### config.mk
export PLATFORM = sky130hd
export DESIGN_NAME = dcache_controller_flat
export DESIGN_NICKNAME = d
export VERILOG_FILES = /design/src/rtl/dcache_pkg.sv /design/src/rtl/dcache_controller_if.sv /design/src/rtl/dcache_block_array.sv /design/src/rtl/dcache_controller.sv /design/src/flat_wrapper.sv
export SDC_FILE = /design/constraint.sdc
export NUM_CORES = 1
export LEC_CHECK = 0
export ABC_AREA = 1
export BUFFER_PORTS_ARGS = -buffer_cell sky130_fd_sc_hd__buf_2
export CAP_MARGIN = 0
export CORE_MARGIN = 1.5
export CORE_UTILIZATION = 55
export CTS_CLUSTER_DIAMETER = 150
export DETAILED_ROUTE_END_ITERATION = 12
export PLACE_DENSITY = 0.74
export REMOVE_ABC_BUFFERS = 1
export SLEW_MARGIN = 20
export SYNTH_ARGS = -nofsm -noshare
export SYNTH_HDL_FRONTEND = slang
export SYNTH_HIERARCHICAL = 1
export SYNTH_SLANG_ARGS = --single-unit
### constraint.sdc
create_clock -name CLK -period 3.8 [get_ports CLK]
set_input_delay 0.19 -clock CLK [delete_from_list [all_inputs] [get_ports CLK]]
set_output_delay 0.19 -clock CLK [all_outputs]
set_load 0.01 [all_outputs]
### src/rtl/dcache_pkg.sv
// Shared constants, FSM state type and address field helpers for the data cache.
package dcache_pkg;
   localparam int ADDR_W      = 8;
   localparam int INDEX_BITS  = 3;
   localparam int OFFSET_BITS = 2;
   localparam int TAG_BITS    = ADDR_W - INDEX_BITS - OFFSET_BITS;
   localparam int NUM_BLOCKS  = 1 << INDEX_BITS;
   localparam int BLOCK_W     = 32;

   typedef enum logic [1:0] {
      IDLE      = 2'd0,
      WRITEBACK = 2'd1,
      FETCH     = 2'd2
   } state_t;

   function automatic logic [TAG_BITS-1:0] addr_tag(input logic [ADDR_W-1:0] a);
      return a[ADDR_W-1 -: TAG_BITS];
   endfunction

   function automatic logic [INDEX_BITS-1:0] addr_index(input logic [ADDR_W-1:0] a);
      return a[OFFSET_BITS +: INDEX_BITS];
   endfunction

   function automatic logic [OFFSET_BITS-1:0] addr_offset(input logic [ADDR_W-1:0] a);
      return a[OFFSET_BITS-1:0];
   endfunction
endpackage

### src/rtl/dcache_controller_if.sv
// CPU-side byte port and memory-side block port of the data cache.
interface dcache_cpu_if;
   import dcache_pkg::*;
   logic              READ;
   logic              WRITE;
   logic [ADDR_W-1:0] ADDRESS;
   logic [7:0]        WRITEDATA;
   logic [7:0]        READDATA;
   logic              BUSYWAIT;

   modport master (output READ, WRITE, ADDRESS, WRITEDATA, input READDATA, BUSYWAIT);
   modport slave  (input READ, WRITE, ADDRESS, WRITEDATA, output READDATA, BUSYWAIT);
endinterface

interface dcache_mem_if;
   import dcache_pkg::*;
   logic                           MEM_READ;
   logic                           MEM_WRITE;
   logic [TAG_BITS+INDEX_BITS-1:0] MEM_ADDRESS;
   logic [BLOCK_W-1:0]             MEM_WRITEDATA;
   logic [BLOCK_W-1:0]             MEM_READDATA;
   logic                           MEM_BUSYWAIT;

   modport master (output MEM_READ, MEM_WRITE, MEM_ADDRESS, MEM_WRITEDATA,
                   input MEM_READDATA, MEM_BUSYWAIT);
   modport slave  (input MEM_READ, MEM_WRITE, MEM_ADDRESS, MEM_WRITEDATA,
                   output MEM_READDATA, MEM_BUSYWAIT);
endinterface

### src/rtl/dcache_block_array.sv
// Tag/valid/dirty/data storage for the direct-mapped cache; one indexed entry,
// read combinationally, written by a byte port or a whole-block fill.
module dcache_block_array
   import dcache_pkg::*;
(
   input  logic                   clk,
   input  logic                   rst,
   input  logic [INDEX_BITS-1:0]  index,
   output logic                   valid,
   output logic                   dirty,
   output logic [TAG_BITS-1:0]    tag,
   output logic [BLOCK_W-1:0]     data,
   input  logic                   byte_we,
   input  logic [OFFSET_BITS-1:0] byte_offset,
   input  logic [7:0]             byte_data,
   input  logic                   fill_we,
   input  logic [TAG_BITS-1:0]    fill_tag,
   input  logic [BLOCK_W-1:0]     fill_data
);
   logic [NUM_BLOCKS-1:0] valid_q;
   logic [NUM_BLOCKS-1:0] dirty_q;
   logic [TAG_BITS-1:0]   tag_q  [NUM_BLOCKS];
   logic [BLOCK_W-1:0]    data_q [NUM_BLOCKS];

   always_ff @(posedge clk) begin
      if (rst) begin
         valid_q <= '0;
         dirty_q <= '0;
      end else if (fill_we) begin
         valid_q[index] <= 1'b1;
         dirty_q[index] <= 1'b0;
      end else if (byte_we) begin
         dirty_q[index] <= 1'b1;
      end
   end

   // Tag and data carry no reset; valid alone qualifies them.
   always_ff @(posedge clk) begin
      if (fill_we) begin
         tag_q[index]  <= fill_tag;
         data_q[index] <= fill_data;
      end else if (byte_we) begin
         data_q[index][{byte_offset, 3'b000} +: 8] <= byte_data;
      end
   end

   assign valid = valid_q[index];
   assign dirty = dirty_q[index];
   assign tag   = tag_q[index];
   assign data  = data_q[index];
endmodule

### src/rtl/dcache_controller.sv
// Direct-mapped write-back, write-allocate data cache controller.
// Optional DCACHE_STATS_EN adds saturating HIT_COUNT/MISS_COUNT outputs.
//  state     | meaning
//  IDLE      | serve hits with zero stall; a miss picks WRITEBACK or FETCH
//  WRITEBACK | write the dirty victim block to memory
//  FETCH     | read the requested block from memory and fill the entry
module dcache_controller
   import dcache_pkg::*;
(
   input  logic          CLK,
   input  logic          RESET,
   dcache_cpu_if.slave   cpu,
   dcache_mem_if.master  mem
`ifdef DCACHE_STATS_EN
   ,
   output logic [15:0]   HIT_COUNT,
   output logic [15:0]   MISS_COUNT
`endif
);
   state_t                state;
   logic [TAG_BITS-1:0]   req_tag;
   logic [INDEX_BITS-1:0] req_index;
   logic [INDEX_BITS-1:0] index;
   logic                  blk_valid;
   logic                  blk_dirty;
   logic [TAG_BITS-1:0]   blk_tag;
   logic [BLOCK_W-1:0]    blk_data;
   logic                  req;
   logic                  hit;
   logic                  miss;
   logic                  byte_we;
   logic                  fill_we;

   // A request seen while RESET is high is ignored so outputs read as idle.
   assign req     = (cpu.READ | cpu.WRITE) & ~RESET;
   assign index   = (state == IDLE) ? addr_index(cpu.ADDRESS) : req_index;
   assign hit     = blk_valid & (blk_tag == addr_tag(cpu.ADDRESS));
   assign miss    = (state == IDLE) & req & ~hit;
   assign byte_we = (state == IDLE) & req & cpu.WRITE & hit;
   assign fill_we = (state == FETCH) & ~mem.MEM_BUSYWAIT & ~RESET;

   dcache_block_array u_array (
      .clk         (CLK),
      .rst         (RESET),
      .index       (index),
      .valid       (blk_valid),
      .dirty       (blk_dirty),
      .tag         (blk_tag),
      .data        (blk_data),
      .byte_we     (byte_we),
      .byte_offset (addr_offset(cpu.ADDRESS)),
      .byte_data   (cpu.WRITEDATA),
      .fill_we     (fill_we),
      .fill_tag    (req_tag),
      .fill_data   (mem.MEM_READDATA)
   );

   always_ff @(posedge CLK) begin
      if (RESET) begin
         state     <= IDLE;
         req_tag   <= '0;
         req_index <= '0;
      end else begin
         case (state)
            IDLE: if (miss) begin
               req_tag   <= addr_tag(cpu.ADDRESS);
               req_index <= addr_index(cpu.ADDRESS);
               state     <= (blk_valid & blk_dirty) ? WRITEBACK : FETCH;
            end
            WRITEBACK: if (!mem.MEM_BUSYWAIT) state <= FETCH;
            FETCH:     if (!mem.MEM_BUSYWAIT) state <= IDLE;
            default:   state <= IDLE;
         endcase
      end
   end

   assign cpu.BUSYWAIT = (state != IDLE) | miss;
   assign cpu.READDATA = ((state == IDLE) & req & ~cpu.WRITE & hit)
                         ? blk_data[{addr_offset(cpu.ADDRESS), 3'b000} +: 8] : 8'h00;

   // The victim tag stays in the array until the fill, so it is stable here.
   assign mem.MEM_READ      = (state == FETCH);
   assign mem.MEM_WRITE     = (state == WRITEBACK);
   assign mem.MEM_ADDRESS   = (state == WRITEBACK) ? {blk_tag, req_index} :
                              (state == FETCH)     ? {req_tag, req_index} : '0;
   assign mem.MEM_WRITEDATA = (state == WRITEBACK) ? blk_data : '0;

`ifdef DCACHE_STATS_EN
   logic just_filled;

   // The IDLE cycle right after a fill belongs to the request that missed.
   always_ff @(posedge CLK) begin
      if (RESET) begin
         HIT_COUNT   <= '0;
         MISS_COUNT  <= '0;
         just_filled <= 1'b0;
      end else begin
         just_filled <= fill_we;
         if ((state == IDLE) && req && !just_filled) begin
            if (hit && (HIT_COUNT != 16'hFFFF))
               HIT_COUNT <= HIT_COUNT + 16'd1;
            else if (!hit && (MISS_COUNT != 16'hFFFF))
               MISS_COUNT <= MISS_COUNT + 16'd1;
         end
      end
   end
`endif
endmodule

### src/flat_wrapper.sv
// flat-port wrapper written by rule: the top's interface ports become plain ports
module dcache_controller_flat import dcache_pkg::*;
  (CLK, RESET, cpu_READ, cpu_WRITE, cpu_ADDRESS, cpu_WRITEDATA, cpu_READDATA, cpu_BUSYWAIT, mem_MEM_READ, mem_MEM_WRITE, mem_MEM_ADDRESS, mem_MEM_WRITEDATA, mem_MEM_READDATA, mem_MEM_BUSYWAIT);
  dcache_cpu_if cpu_i ();
  dcache_mem_if mem_i ();
  input  logic CLK;
  input  logic RESET;
  input wire logic [$bits(cpu_i.READ)-1:0] cpu_READ;
  input wire logic [$bits(cpu_i.WRITE)-1:0] cpu_WRITE;
  input wire logic [$bits(cpu_i.ADDRESS)-1:0] cpu_ADDRESS;
  input wire logic [$bits(cpu_i.WRITEDATA)-1:0] cpu_WRITEDATA;
  output wire logic [$bits(cpu_i.READDATA)-1:0] cpu_READDATA;
  output wire logic [$bits(cpu_i.BUSYWAIT)-1:0] cpu_BUSYWAIT;
  output wire logic [$bits(mem_i.MEM_READ)-1:0] mem_MEM_READ;
  output wire logic [$bits(mem_i.MEM_WRITE)-1:0] mem_MEM_WRITE;
  output wire logic [$bits(mem_i.MEM_ADDRESS)-1:0] mem_MEM_ADDRESS;
  output wire logic [$bits(mem_i.MEM_WRITEDATA)-1:0] mem_MEM_WRITEDATA;
  input wire logic [$bits(mem_i.MEM_READDATA)-1:0] mem_MEM_READDATA;
  input wire logic [$bits(mem_i.MEM_BUSYWAIT)-1:0] mem_MEM_BUSYWAIT;
  assign cpu_i.READ = cpu_READ;
  assign cpu_i.WRITE = cpu_WRITE;
  assign cpu_i.ADDRESS = cpu_ADDRESS;
  assign cpu_i.WRITEDATA = cpu_WRITEDATA;
  assign cpu_READDATA = cpu_i.READDATA;
  assign cpu_BUSYWAIT = cpu_i.BUSYWAIT;
  assign mem_MEM_READ = mem_i.MEM_READ;
  assign mem_MEM_WRITE = mem_i.MEM_WRITE;
  assign mem_MEM_ADDRESS = mem_i.MEM_ADDRESS;
  assign mem_MEM_WRITEDATA = mem_i.MEM_WRITEDATA;
  assign mem_i.MEM_READDATA = mem_MEM_READDATA;
  assign mem_i.MEM_BUSYWAIT = mem_MEM_BUSYWAIT;
  dcache_controller u_core (.CLK(CLK), .RESET(RESET), .cpu(cpu_i), .mem(mem_i));
endmodule
==> results of run 1 <==
path summary, 6_finish.rpt:
check / startpoint / to / slack, ns / cells past startpoint
worst max register to register: u_core/state[0] / u_core/u_array/data_q[5][8] / 0.25 / 18
worst min-delay path: RESET / u_core/u_array/valid_q[4] / 0.02 / 2
worst max-delay path: u_core/state[0] / cpu_READDATA[3] / 0.20 / 18
worst min register to register: u_core/u_array/valid_q[5] / u_core/u_array/valid_q[5] / 0.47 / 2
metal layers:
layer,vias to the layer above,GRT usage
li1,5314,-
met1,5139,0.4015
met2,581,0.4735
met3,82,0.04949
met4,0,0.1000
met5,-,0
cells by family after synthesis:
kind of cell | count (synthesis)
simple gates | 1044
flops | 304
buf+inv | 158
compound gates | 71
fa+ha+maj | 5
worst register-to-register path: stages, from the launching register on:
cell,delay (ns)
dfxtp_1,0.33
inv_2,0.09
nand2_4,0.11
o21ai_4,0.39
buf_4,0.32
nand2_1,0.08
nand2_1,0.07
nand2_1,0.04
nand2_1,0.12
nand2_2,0.08
nor2_4,0.15
nand2_2,0.10
nor2_1,0.33
nand2_4,0.19
inv_2,0.16
nand2_2,0.19
nor2_4,0.29
nand2_1,0.11
nand2_1,0.23
cell type report:
type,instances,area (sq um),share of cell area
Multi-Input combinational cell,1120,4697,0.2885
Clock inverter,16,135.1,0.008301
Inverter,85,324.1,0.01991
Timing Repair Buffer,165,1022,0.06280
Tap cell,330,412.9,0.02537
Sequential cell,304,8889,0.5460
Clock buffer,37,798.3,0.04904
through the flow:
step	util	worst slack [ns]	std cells	total power, mW	setup TNS [ns]
after floorplan	-	-12.29	1509	4.644	-7065.52
after global placement	0.6033	0.3648	1995	4.959	0
after detailed placement	0.6033	0.2819	1995	4.972	0
after CTS	0.6433	0.05455	2055	7.775	0
after global routing	0.6446	0.001762	2057	8.065	0
final	0.6446	0.1972	2057	7.766	0
power by group through the flow:
stage / sequential (mW) / clock, mW / combinational (mW)
2_1_floorplan: 3.77 / 0 / 0.869
3_3_place_gp: 3.78 / 0 / 1.18
3_5_place_dp: 3.78 / 0 / 1.19
4_1_cts: 3.71 / 2.86 / 1.20
5_1_grt: 3.71 / 2.99 / 1.36
6_report: 3.71 / 2.81 / 1.24
layout by cell type (no fill, tap or decap), drive strengths merged:
cell,synthesis,layout
clkbuf,13,37
o21a,4,4
buf,60,158
nand3,29,29
bufinv,0,2
dlygate4sd3,0,7
nor2,104,104
o21bai,1,1
o21ai,35,35
a21oi,31,31
clkinv,2,15
dfxtp,24,24
edfxtp,280,280
ha,5,5
inv,83,83
nand2,882,882
clkinvlp,0,1
nor3,10,10
nand4,18,18
or2,1,1
sequential cells by signal (all words and copies together), names as in the netlist, named ones only:
signal                  count
u_core/u_array/valid_q      8
u_core/u_array/data_q     256
u_core/u_array/tag_q       24
u_core/state                2
u_core/req_tag              3
u_core/req_index            3
repair_timing:
| item | 4_1_cts | 5_1_grt |
|---|---|---|
| pin swaps | 0 | 2 |
| setup endpoints to repair | 8 | 128 |
| hold buffers | 7 | 0 |
| gates resized for setup | 2 | 5 |
| hold endpoints to repair | 8 | 0 |
| gates cloned | 0 | 0 |
| buffers inserted | 0 | 2 |
==> out/qor.csv, run 1 <==
stage,metric,value,unit
synth,Post-Synth Simple-Gate Area,0.2952,
sta,Setup-failing EPs final,0,
cts,Worst-path clk slew,0.06,ns
pwr,Seq pwr share,0.478,
synth,synth warn,6,
cts,Clock Tree Buf Depth,3,
cts,H-Tree Depth,1,
routing,drt total wl,38.52,mm
placed_design,Placed Area,15240,sq um
finish,Area Growth Syn to Fin,14.41,%
synth,Yosys cell types,34,
pwr,power per cell area,477.1,nW/um^2
synth,area share of the largest cell type after synthesis,0.5910,
sta,fmax,0.2776,GHz
sta,Hold Fails Final Rpt,0,
worst_setup_path,worst path arrival time,3.41,ns
worst_setup_path,Crit. End Element,output port,
synth,synthesized area per cell,8.993,sq um
global_routing,GRT Total Usage,0.2924,
worst_setup_path,CP cell instances,inv_2 -> nand2_4 -> nand2_1 -> o21ai_4 -> buf_4 -> buf_6 -> buf_6 -> nand2_1 -> nand2_1 -> nand2_1 -> nand2_1 -> nand2_1 -> nand2_1 -> inv_1 -> a21oi_1 -> o21ai_0 -> a21oi_1 -> buf_2,
worst_setup_path,Slowest Stage Delay on Critical Path,0.37,ns
run_status,status,finished clean,
cts,clock sinks,304,
synth,Mapped Cells,1582,
synth,Synth area leaders,"edfxtp_1 59%, nand2_1 23%, dfxtp_1 3.4%, nor2_1 2.4%, inv_1 1.9%",
routing,met1 wire length,15.50,mm
pwr,leak pwr,7.276,nW
die,standard-cell rows,58,
synth,most frequent cell after synthesis,nand2_1,
routing,first-iteration detailed-routing DRC count,1365,
synth,sequential cell area fraction in the yosys report,0.6247,
synth,Netlist Area Pre-Place,14230,sq um
sta,max_slew headroom,0.3984,
pwr,Power Internal,5.626,mW
synth,mux share of post-synthesis cell area,0,
die,die height,163.8,um
die,Core Area,25250,sq um
worst_setup_path,critical path's most frequent cell,nand2_1,
worst_setup_path,CP max FO,49,
sta,Fin Clk Skew,0.01135,ns
worst_setup_path,"Slowest-stage cell, CP",buf_6,
sta,"Slew Viols, Final",0,
routing,antenna-violating nets left,0,
cts,CTS tree,built,
sta,part of the cycle the worst path needs,0.9481,
pwr,Comb power frac,0.160,
routing,via count,11116,
global_routing,vias in the first global route,10249,
synth,compound-gate portion of the synthesized area,0.02744,
synth,#FFs+latches synth,304,
die,die width,163.8,um
worst_setup_path,crit-path leading delay family,buffers and inverters,
die,initial core utilization,0.5634,
synth,"Async S/R FF share, synth",0,
synth,post-synthesis xor/xnor area fraction,0,
global_routing,largest net degree at the start of global routing,69,
routing,Top Layer Used,met4,
finish,filler instances,2056,
die,Die Area,26840,sq um
sta,Period minus WS final,3.603,ns
worst_setup_path,CP startpoint kind,flop,
worst_setup_path,Setup Crit Path Kind,flop to output port,
finish,ant diodes,0,
worst_hold_path,Hold Path Class,input pin to flop,
sta,Hold WS,0.01835,ns
global_routing,global-route wire length before repair,57.84,mm
synth,main combinational cell family by area after synthesis,simple AND/OR/NAND/NOR gates,
synth,Adder-Cell Fraction of Synth Area,0.004397,
routing,Avg WL per Cell,18.72,um
finish,final instance area,16280,sq um
worst_setup_path,worst path buffer plus inverter count,6,
sta,worst slew pin tran,0.8955,ns
finish,share of post-route cells with drive strength above 1,0.1477,
pwr,Sw Ratio,0.2756,
finish,Post-layout nets,1764,
routing,DR DRC count,0,
cts,cts bufs inserted,30,
cts,root buffer cell,clkbuf_16,
synth,Post-synth top cells,"874 x nand2_1, 280 x edfxtp_1, 92 x nor2_1",
global_routing,total grt overflow,0,
routing,DR WL met2,17.87,mm
pwr,Sw Pwr,2.141,mW
synth,Post-synth EDFFs,280,
synth,Main synth FF type,edfxtp_1,
placed_design,Buffers on Ports,101,
sta,RSZ-0062 raised after global routing,no,
cts,Worst-Skew Late Latency,0.56,ns
pwr,clock power share,0.362,
worst_setup_path,CP required,3.61,ns
placed_design,DP HPWL,25.43,mm
job,Max Cap Viol,0,
die,I/O pins,102,
routing,vias per cell,5.404,
routing,routed wl met3,3.917,mm
pwr,Max VDD drop,0.3303,mV
placed_design,placer congestion estimate,0.9435,
global_routing,initial antenna violation count,0,
synth,Yosys top cell by area,edfxtp_1,
routing,drt pass-1 iters,5,
Note: power is estimated with default switching activity, not from simulation.
==> run 2, diff against run 1 <==
Settings changed: GPL_TIMING_DRIVEN set to 0.
==> run 2 against run 1 <==
Net effect: sequential cell count did not move; cell area is 5.8% higher; routed wire length up 2.1%; sequential power is essentially flat; via count increased by 2.0%; clock skew barely moved; global-route usage decreased by 0.46 points; maximum frequency is 4.1% lower; count of clock-buffer cells in the layout up 3; highest routed layer unchanged.
==> out/qor.csv, run 2 (synthesis gave the netlist of run 1 again) <==
stage,metric,value,unit,change
run_status,status,finished clean,,unchanged
routing,Top Layer Used,met4,,unchanged
die,Core Area,25250,sq um,unchanged
worst_setup_path,Setup Crit Path Kind,flop to flop,,was flop to output port
sta,"Slew Viols, Final",0,,unchanged
worst_setup_path,worst path arrival time,4.07,ns,was 3.41 ns
die,Die Area,26840,sq um,unchanged
routing,met1 wire length,15.12,mm,was 15.50 mm
global_routing,initial antenna violation count,0,,unchanged
routing,DR DRC count,0,,unchanged
worst_setup_path,CP startpoint kind,flop,,unchanged
sta,part of the cycle the worst path needs,0.9885,,was 0.9481
pwr,PnR Total Power,8.202,mW,was 7.766 mW
job,Max Cap Viol,0,,unchanged
die,die width,163.8,um,unchanged
cts,cts bufs inserted,31,,was 30
pwr,leak pwr,7.494,nW,was 7.276 nW
finish,most frequent cells in the layout,"845 x nand2_1, 280 x edfxtp_1, 101 x buf_2, 72 x inv_1, 58 x nor2_1",,"was 874 x nand2_1, 280 x edfxtp_1, 101 x buf_2, 92 x nor2_1, 72 x inv_1"
global_routing,total grt overflow,0,,unchanged
cts,CTS tree,built,,unchanged
finish,Reg with most FFs,u_core/u_array/data_q,,unchanged
global_routing,vias in the first global route,10287,,was 10249
finish,max reg flops,256,,unchanged
worst_setup_path,reg2reg end,u_core/u_array/data_q[4][22],,was u_core/u_array/data_q[5][8]
sta,setup tns final,0,ns,unchanged
routing,antenna-violating nets left,0,,unchanged
worst_setup_path,register-to-register setup slack,0.04,ns,was 0.25 ns
worst_setup_path,Crit. End Element,flop,,was output port
die,initial core utilization,0.5634,,unchanged
routing,vias per cell,5.518,,was 5.404
finish,biggest regs,"u_core/u_array/data_q: 256 flops, u_core/u_array/tag_q: 24 flops, u_core/u_array/valid_q: 8 flops",,unchanged
cts,root buffer cell,clkbuf_16,,unchanged
routing,Avg WL per Cell,19.14,um,was 18.72 um
routing,drt total wl,39.34,mm,was 38.52 mm
worst_setup_path,CP required,4.12,ns,was 3.61 ns
sta,fmax,0.2662,GHz,was 0.2776 GHz
placed_design,Inst Count DP,1955,,was 1995
routing,drt pass-1 iters,5,,unchanged
cts,clock sinks,304,,unchanged
worst_hold_path,Hold Path Class,input pin to flop,,unchanged
worst_setup_path,source of the worst register-to-register timing path,u_core/state[1],,was u_core/state[0]
sta,Hold WS,0.02621,ns,was 0.01835 ns
finish,share of post-route cells with drive strength above 1,0.1809,,was 0.1477
cts,Worst-path clk slew,0.06,ns,about the same
global_routing,GRT Total Usage,0.2878,,was 0.2924
sta,Fin Clk Skew,0.01159,ns,was 0.01135 ns
finish,Post-layout nets,1758,,was 1764
placed_design,DP HPWL,23.33,mm,was 25.43 mm
cts,Worst-Skew Late Latency,0.56,ns,about the same
worst_hold_path,hold path cells,3,,was 2
placed_design,dpl ws,-1.797,ns,was 0.2819 ns
sta,Period minus WS final,3.756,ns,was 3.603 ns
die,die height,163.8,um,unchanged
sta,Hold Fails Final Rpt,0,,unchanged
die,standard-cell rows,58,,unchanged
routing,DR WL met2,18.53,mm,was 17.87 mm
cts,Clock Tree Buf Depth,3,,unchanged
cts,H-Tree Depth,1,,unchanged
placed_design,placer congestion estimate,0.8678,,was 0.9435
pwr,Max VDD drop,0.2530,mV,was 0.3303 mV
routing,via count,11340,,was 11116
global_routing,largest net degree at the start of global routing,48,,was 69
routing,routed wl met3,4.289,mm,was 3.917 mm
pwr,power per cell area,476.3,nW/um^2,was 477.1 nW/um^2
die,I/O pins,102,,unchanged
routing,first-iteration detailed-routing DRC count,1079,,was 1365
finish,"commonest non-fill, non-tap cell in the layout",nand2_1,,unchanged
sta,worst setup margin,0.04363,ns,was 0.1972 ns
sta,worst slew pin tran,0.8117,ns,was 0.8955 ns
finish,Area Growth Syn to Fin,21.04,%,was 14.41%
finish,post-route insts no fill,2055,,was 2057
worst_hold_path,sink of the worst hold path,u_core/u_array/data_q[5][10],,was u_core/u_array/valid_q[4]
global_routing,global-route wire length before repair,57.66,mm,was 57.84 mm
sta,Setup-failing EPs final,0,,unchanged
sta,max_slew headroom,0.4581,,was 0.3984
worst_setup_path,CP max FO,24,,was 49
finish,ant diodes,0,,unchanged
worst_setup_path,Worst R2R Path Depth,25,,was 18
placed_design,Buffers on Ports,101,,unchanged
worst_hold_path,HP Start,mem_MEM_READDATA[10],,was RESET
-- run 2: worst max path at each step --
| stage | startpoint | to | slack [ns] | cells past startpoint |
|---|---|---|---|---|
| after floorplan | u_core/state[1] | u_core/u_array/data_q[1][0] | -12.29 | 17 |
| after global placement | u_core/state[1] | u_core/u_array/data_q[2][2] | -25.16 | 17 |
| after detailed placement | u_core/state[1] | u_core/u_array/data_q[2][5] | -1.80 | 24 |
| after CTS | u_core/state[1] | u_core/u_array/data_q[0][8] | -0.03 | 23 |
| after global routing | u_core/state[1] | u_core/u_array/data_q[2][31] | -0.07 | 27 |
| final | u_core/state[1] | u_core/u_array/data_q[4][22] | 0.04 | 25 |
-- run 2: through the flow --
step           utilization  instance area [sq um]
2_1_floorplan            -                  13860
3_3_place_gp        0.5853                  14780
3_5_place_dp        0.6020                  15200
4_1_cts             0.6662                  16820
5_1_grt             0.6819                  17220
6_report            0.6819                  17220
-- run 2: cell type report --
cell class                      count  area (sq um)
Clock inverter                     18         186.4
Fill cell                        1778          8034
Tap cell                          330         412.9
Timing Repair Buffer              156          1408
Inverter                           85         357.8
Multi-Input combinational cell   1120          5107
Sequential cell                   304          8889
Clock buffer                       40         839.6
Timing Repair inverter              2         20.02
-- run 2: worst max-delay path: stages, from the launching register on --
cell	delay (ns)
dfxtp_1	0.32
inv_2	0.13
nand2_8	0.10
o21ai_4	0.25
clkbuf_16	0.19
buf_16	0.14
clkinv_16	0.10
buf_16	0.18
nand2_1	0.07
nand2_1	0.06
nand2_1	0.05
nand2_1	0.06
nand2_1	0.06
nand2_1	0.11
inv_1	0.11
nand2_1	0.07
nand2_1	0.12
nor2_4	0.06
nand2_2	0.14
nor2_4	0.05
buf_12	0.14
nand2_8	0.14
nor2_8	0.05
nor2_4	0.45
nor2_4	0.13
buf_12	0.18
-- run 2: power by group --
| group | switching, mW | leakage [nW] | internal, mW |
|---|---|---|---|
| clock | 1.21 | 0.500 | 1.82 |
| sequential | 0.0210 | 2.72 | 3.69 |
| combinational | 1.01 | 4.28 | 0.451 |
-- run 2: repair_timing --
action,CTS,global route
hold buffers,9,0
resized for setup,67,53
buffers inserted,16,11
cloned,3,3
hold endpoints to repair,13,0
pin swaps,9,9
endpoints found under the setup margin,529,521
-- run 2: routing by layer --
| layer | track usage | vias up |
|---|---|---|
| li1 | - | 5320 |
| met1 | 0.3792 | 5232 |
| met2 | 0.4689 | 671 |
| met3 | 0.05758 | 117 |
| met4 | 0.1169 | 0 |
| met5 | 0 | - |
==> run 3, diff against run 2 <==
Settings changed: CORE_MARGIN 1.5 to not set.
Clock period 3.8 ns to 4.8 ns, I/O delays scaled along.
==> run 3 against run 2 <==
Net effect: first-iteration DRC count increased by 5.9%; highest routed layer unchanged; worst hold slack improved by 0.013 ns; combinational power decreased by 27%; critical path depth decreased by 8; routed wire length decreased by 8.1%; clock skew increased by 0.0014 ns.
==> out/qor.csv, run 3 (synthesis gave the netlist of run 1 again) <==
stage,metric,value,unit,change
worst_hold_path,Hold Path Class,input pin to flop,,unchanged
global_routing,vias in the first global route,9986,,was 10287
global_routing,global-route wire length before repair,54.97,mm,was 57.66 mm
finish,post-route insts no fill,2022,,was 2055
worst_setup_path,Worst R2R Path Depth,17,,was 25
finish,multi-input logic area,4820,sq um,was 5107 sq um
sta,fmax,0.2208,GHz,was 0.2662 GHz
finish,filler instances,1941,,was 1778
routing,DR DRC count,0,,unchanged
routing,DR WL met2,17.39,mm,was 18.53 mm
die,standard-cell rows,58,,unchanged
routing,Top Layer Used,met4,,unchanged
die,Die Area,26520,sq um,was 26840 sq um
cts,Clock Tree Buf Depth,3,,unchanged
placed_design,Buffers on Ports,101,,unchanged
pwr,Max VDD drop,0.2355,mV,was 0.2530 mV
sta,Hold Fails Final Rpt,0,,unchanged
pwr,PnR Total Power,6.571,mW,was 8.202 mW
routing,first-iteration detailed-routing DRC count,1143,,was 1079
sta,"Slew Viols, Final",0,,unchanged
routing,antenna-violating nets left,0,,unchanged
finish,Post-layout nets,1725,,was 1758
global_routing,GRT Total Usage,0.2764,,was 0.2878
sta,Period minus WS final,4.529,ns,was 3.756 ns
finish,most frequent cells in the layout,"874 x nand2_1, 280 x edfxtp_1, 101 x buf_2, 75 x nor2_1, 72 x inv_1",,"was 845 x nand2_1, 280 x edfxtp_1, 101 x buf_2, 72 x inv_1, 58 x nor2_1"
worst_setup_path,reg2reg end,u_core/u_array/data_q[5][11],,was u_core/u_array/data_q[4][22]
worst_setup_path,CP required,4.97,ns,was 4.12 ns
die,initial core utilization,0.5634,,unchanged
finish,Reg with most FFs,u_core/u_array/data_q,,unchanged
worst_setup_path,CP cell instances,inv_2 -> nand2_4 -> o21ai_4 -> inv_2 -> nor2_4 -> nand2_1 -> nor2_1 -> nor2_1 -> nand2_1 -> inv_1 -> nand2_1 -> nand2_1 -> nor2_2 -> nand2_2 -> nor2_4 -> a21oi_1 -> nor2_1,,
worst_setup_path,Crit. End Element,flop,,unchanged
placed_design,DP HPWL,23.50,mm,was 23.33 mm
finish,Reg area,8889,sq um,unchanged
finish,max reg flops,256,,unchanged
die,die width,162.8,um,was 163.8 um
placed_design,placer congestion estimate,0.8868,,was 0.8678
cts,cts bufs inserted,31,,unchanged
finish,share of post-route cells with drive strength above 1,0.1407,,was 0.1809
cts,clock sinks,304,,unchanged
sta,Setup-failing EPs final,0,,unchanged
finish,"commonest non-fill, non-tap cell in the layout",nand2_1,,unchanged
routing,Avg WL per Cell,17.89,um,was 19.14 um
finish,biggest regs,"u_core/u_array/data_q: 256 flops, u_core/u_array/tag_q: 24 flops, u_core/u_array/valid_q: 8 flops",,unchanged
routing,via count,10813,,was 11340
placed_design,Inst Count DP,1956,,was 1955
finish,ant diodes,0,,unchanged
job,Max Cap Viol,0,,unchanged
sta,max_slew headroom,0.2483,,was 0.4581
cts,Worst-Skew Late Latency,0.56,ns,about the same
cts,Worst-path clk slew,0.06,ns,about the same
worst_hold_path,sink of the worst hold path,u_core/u_array/valid_q[4],,was u_core/u_array/data_q[5][10]
die,die height,162.8,um,was 163.8 um
pwr,leak pwr,7.253,nW,was 7.494 nW
worst_setup_path,register-to-register setup slack,0.27,ns,was 0.04 ns
worst_setup_path,Setup Crit Path Kind,flop to flop,,unchanged
worst_setup_path,CP startpoint kind,flop,,unchanged
finish,Util after Layout,0.6559,,was 0.6819
worst_hold_path,hold path cells,2,,was 3
routing,routed wl met3,3.388,mm,was 4.289 mm
routing,vias per cell,5.348,,was 5.518
worst_setup_path,Slowest Stage Delay on Critical Path,0.80,ns,was 0.45 ns
pwr,power per cell area,396.7,nW/um^2,was 476.3 nW/um^2
routing,met1 wire length,14.21,mm,was 15.12 mm
worst_setup_path,"Slowest-stage cell, CP",nor2_1,,was nor2_4
worst_setup_path,CP max FO,43,,was 24
sta,Fin Clk Skew,0.01303,ns,was 0.01159 ns
global_routing,largest net degree at the start of global routing,87,,was 48
die,Core Area,25250,sq um,unchanged
worst_hold_path,HP Start,RESET,,was mem_MEM_READDATA[10]
worst_setup_path,source of the worst register-to-register timing path,u_core/state[1],,unchanged
cts,CTS tree,built,,unchanged
finish,Area Growth Syn to Fin,16.42,%,was 21.04%
worst_setup_path,critical path's most frequent cell,nand2_1,,unchanged
run_status,status,finished clean,,unchanged
global_routing,total grt overflow,0,,unchanged
sta,worst slew pin tran,1.126,ns,was 0.8117 ns
global_routing,initial antenna violation count,0,,unchanged
worst_setup_path,worst path arrival time,4.70,ns,was 4.07 ns
routing,drt pass-1 iters,5,,unchanged
cts,H-Tree Depth,1,,unchanged
sta,part of the cycle the worst path needs,0.9435,,was 0.9885
worst_setup_path,worst path buffer plus inverter count,3,,was 8
cts,root buffer cell,clkbuf_16,,unchanged
worst_setup_path,crit-path leading delay family,simple AND/OR/NAND/NOR gates,,unchanged
die,I/O pins,102,,unchanged
routing,drt total wl,36.17,mm,was 39.34 mm
[run 3: cell count changes in the layout (fill, tap and decap cells not counted), moves of 9 or more]
cell	delta
nand2_1	+29
nand2_4	-17
nor2_1	+17
buf_4	-16
buf_12	-11
nand2_2	-10
nor2_4	-9
[run 3: metal layers]
metal | GRT usage | vias to the layer above
li1 | - | 5240
met1 | 0.3691 | 4971
met2 | 0.4596 | 513
met3 | 0.04354 | 89
met4 | 0.09728 | 0
met5 | 0 | -
[run 3: how the worst max path moves through the flow]
stage	cells after the start	startpoint	slack [ns]	endpoint
6_report	17	u_core/state[1]	0.27	u_core/u_array/data_q[5][11]
2_1_floorplan	17	u_core/state[1]	-11.29	u_core/u_array/data_q[1][0]
5_1_grt	26	u_core/state[1]	-0.002	u_core/u_array/data_q[2][26]
3_3_place_gp	17	u_core/state[1]	-24.18	u_core/u_array/data_q[2][2]
3_5_place_dp	24	u_core/state[1]	-0.67	u_core/u_array/data_q[3][2]
4_1_cts	24	u_core/state[1]	0.02	u_core/u_array/data_q[2][5]
[run 3: cell type report]
cell class | count | share of cell area
Sequential cell | 304 | 0.5366
Multi-Input combinational cell | 1120 | 0.2910
Timing Repair Buffer | 125 | 0.06036
Clock buffer | 37 | 0.04819
Tap cell | 330 | 0.02493
Inverter | 85 | 0.02032
Clock inverter | 21 | 0.01858
[run 3: worst reg2reg max path, delay by kind of cell, from the launching register on]
family / cells / cell delay (ns)
simple gates: 12 / 2.28
buf+inv: 3 / 0.78
compound gates: 2 / 0.77
flops: 1 / 0.32
[run 3: per-stage QoR]
stage	hold slack [ns]	setup WS (ns)	cell area (sq um)	TNS, ns
3_3_place_gp	0.4380	-24.18	14780	-
6_report	0.03952	0.2713	16560	0
2_1_floorplan	0.3091	-11.29	13860	-6463.72
4_1_cts	0.02721	0.02095	16510	0
5_1_grt	0.04093	-0.002018	16560	-0.008142
3_5_place_dp	0.4579	-0.6679	15250	-130.42
[run 3: repair_timing]
action,CTS,global route
hold endpoints to repair,8,0
gates cloned,0,0
resized for setup,26,9
endpoints found under the setup margin,512,448
hold buffers,7,0
buffers inserted,0,1
pin swaps,0,1
[run 3: power by group]
group          switching (mW)  leakage, nW  internal, mW
clock network           0.961        0.543          1.61
logic                   0.743         3.99         0.318
registers              0.0163         2.72          2.92
total                    1.72         7.25          4.85
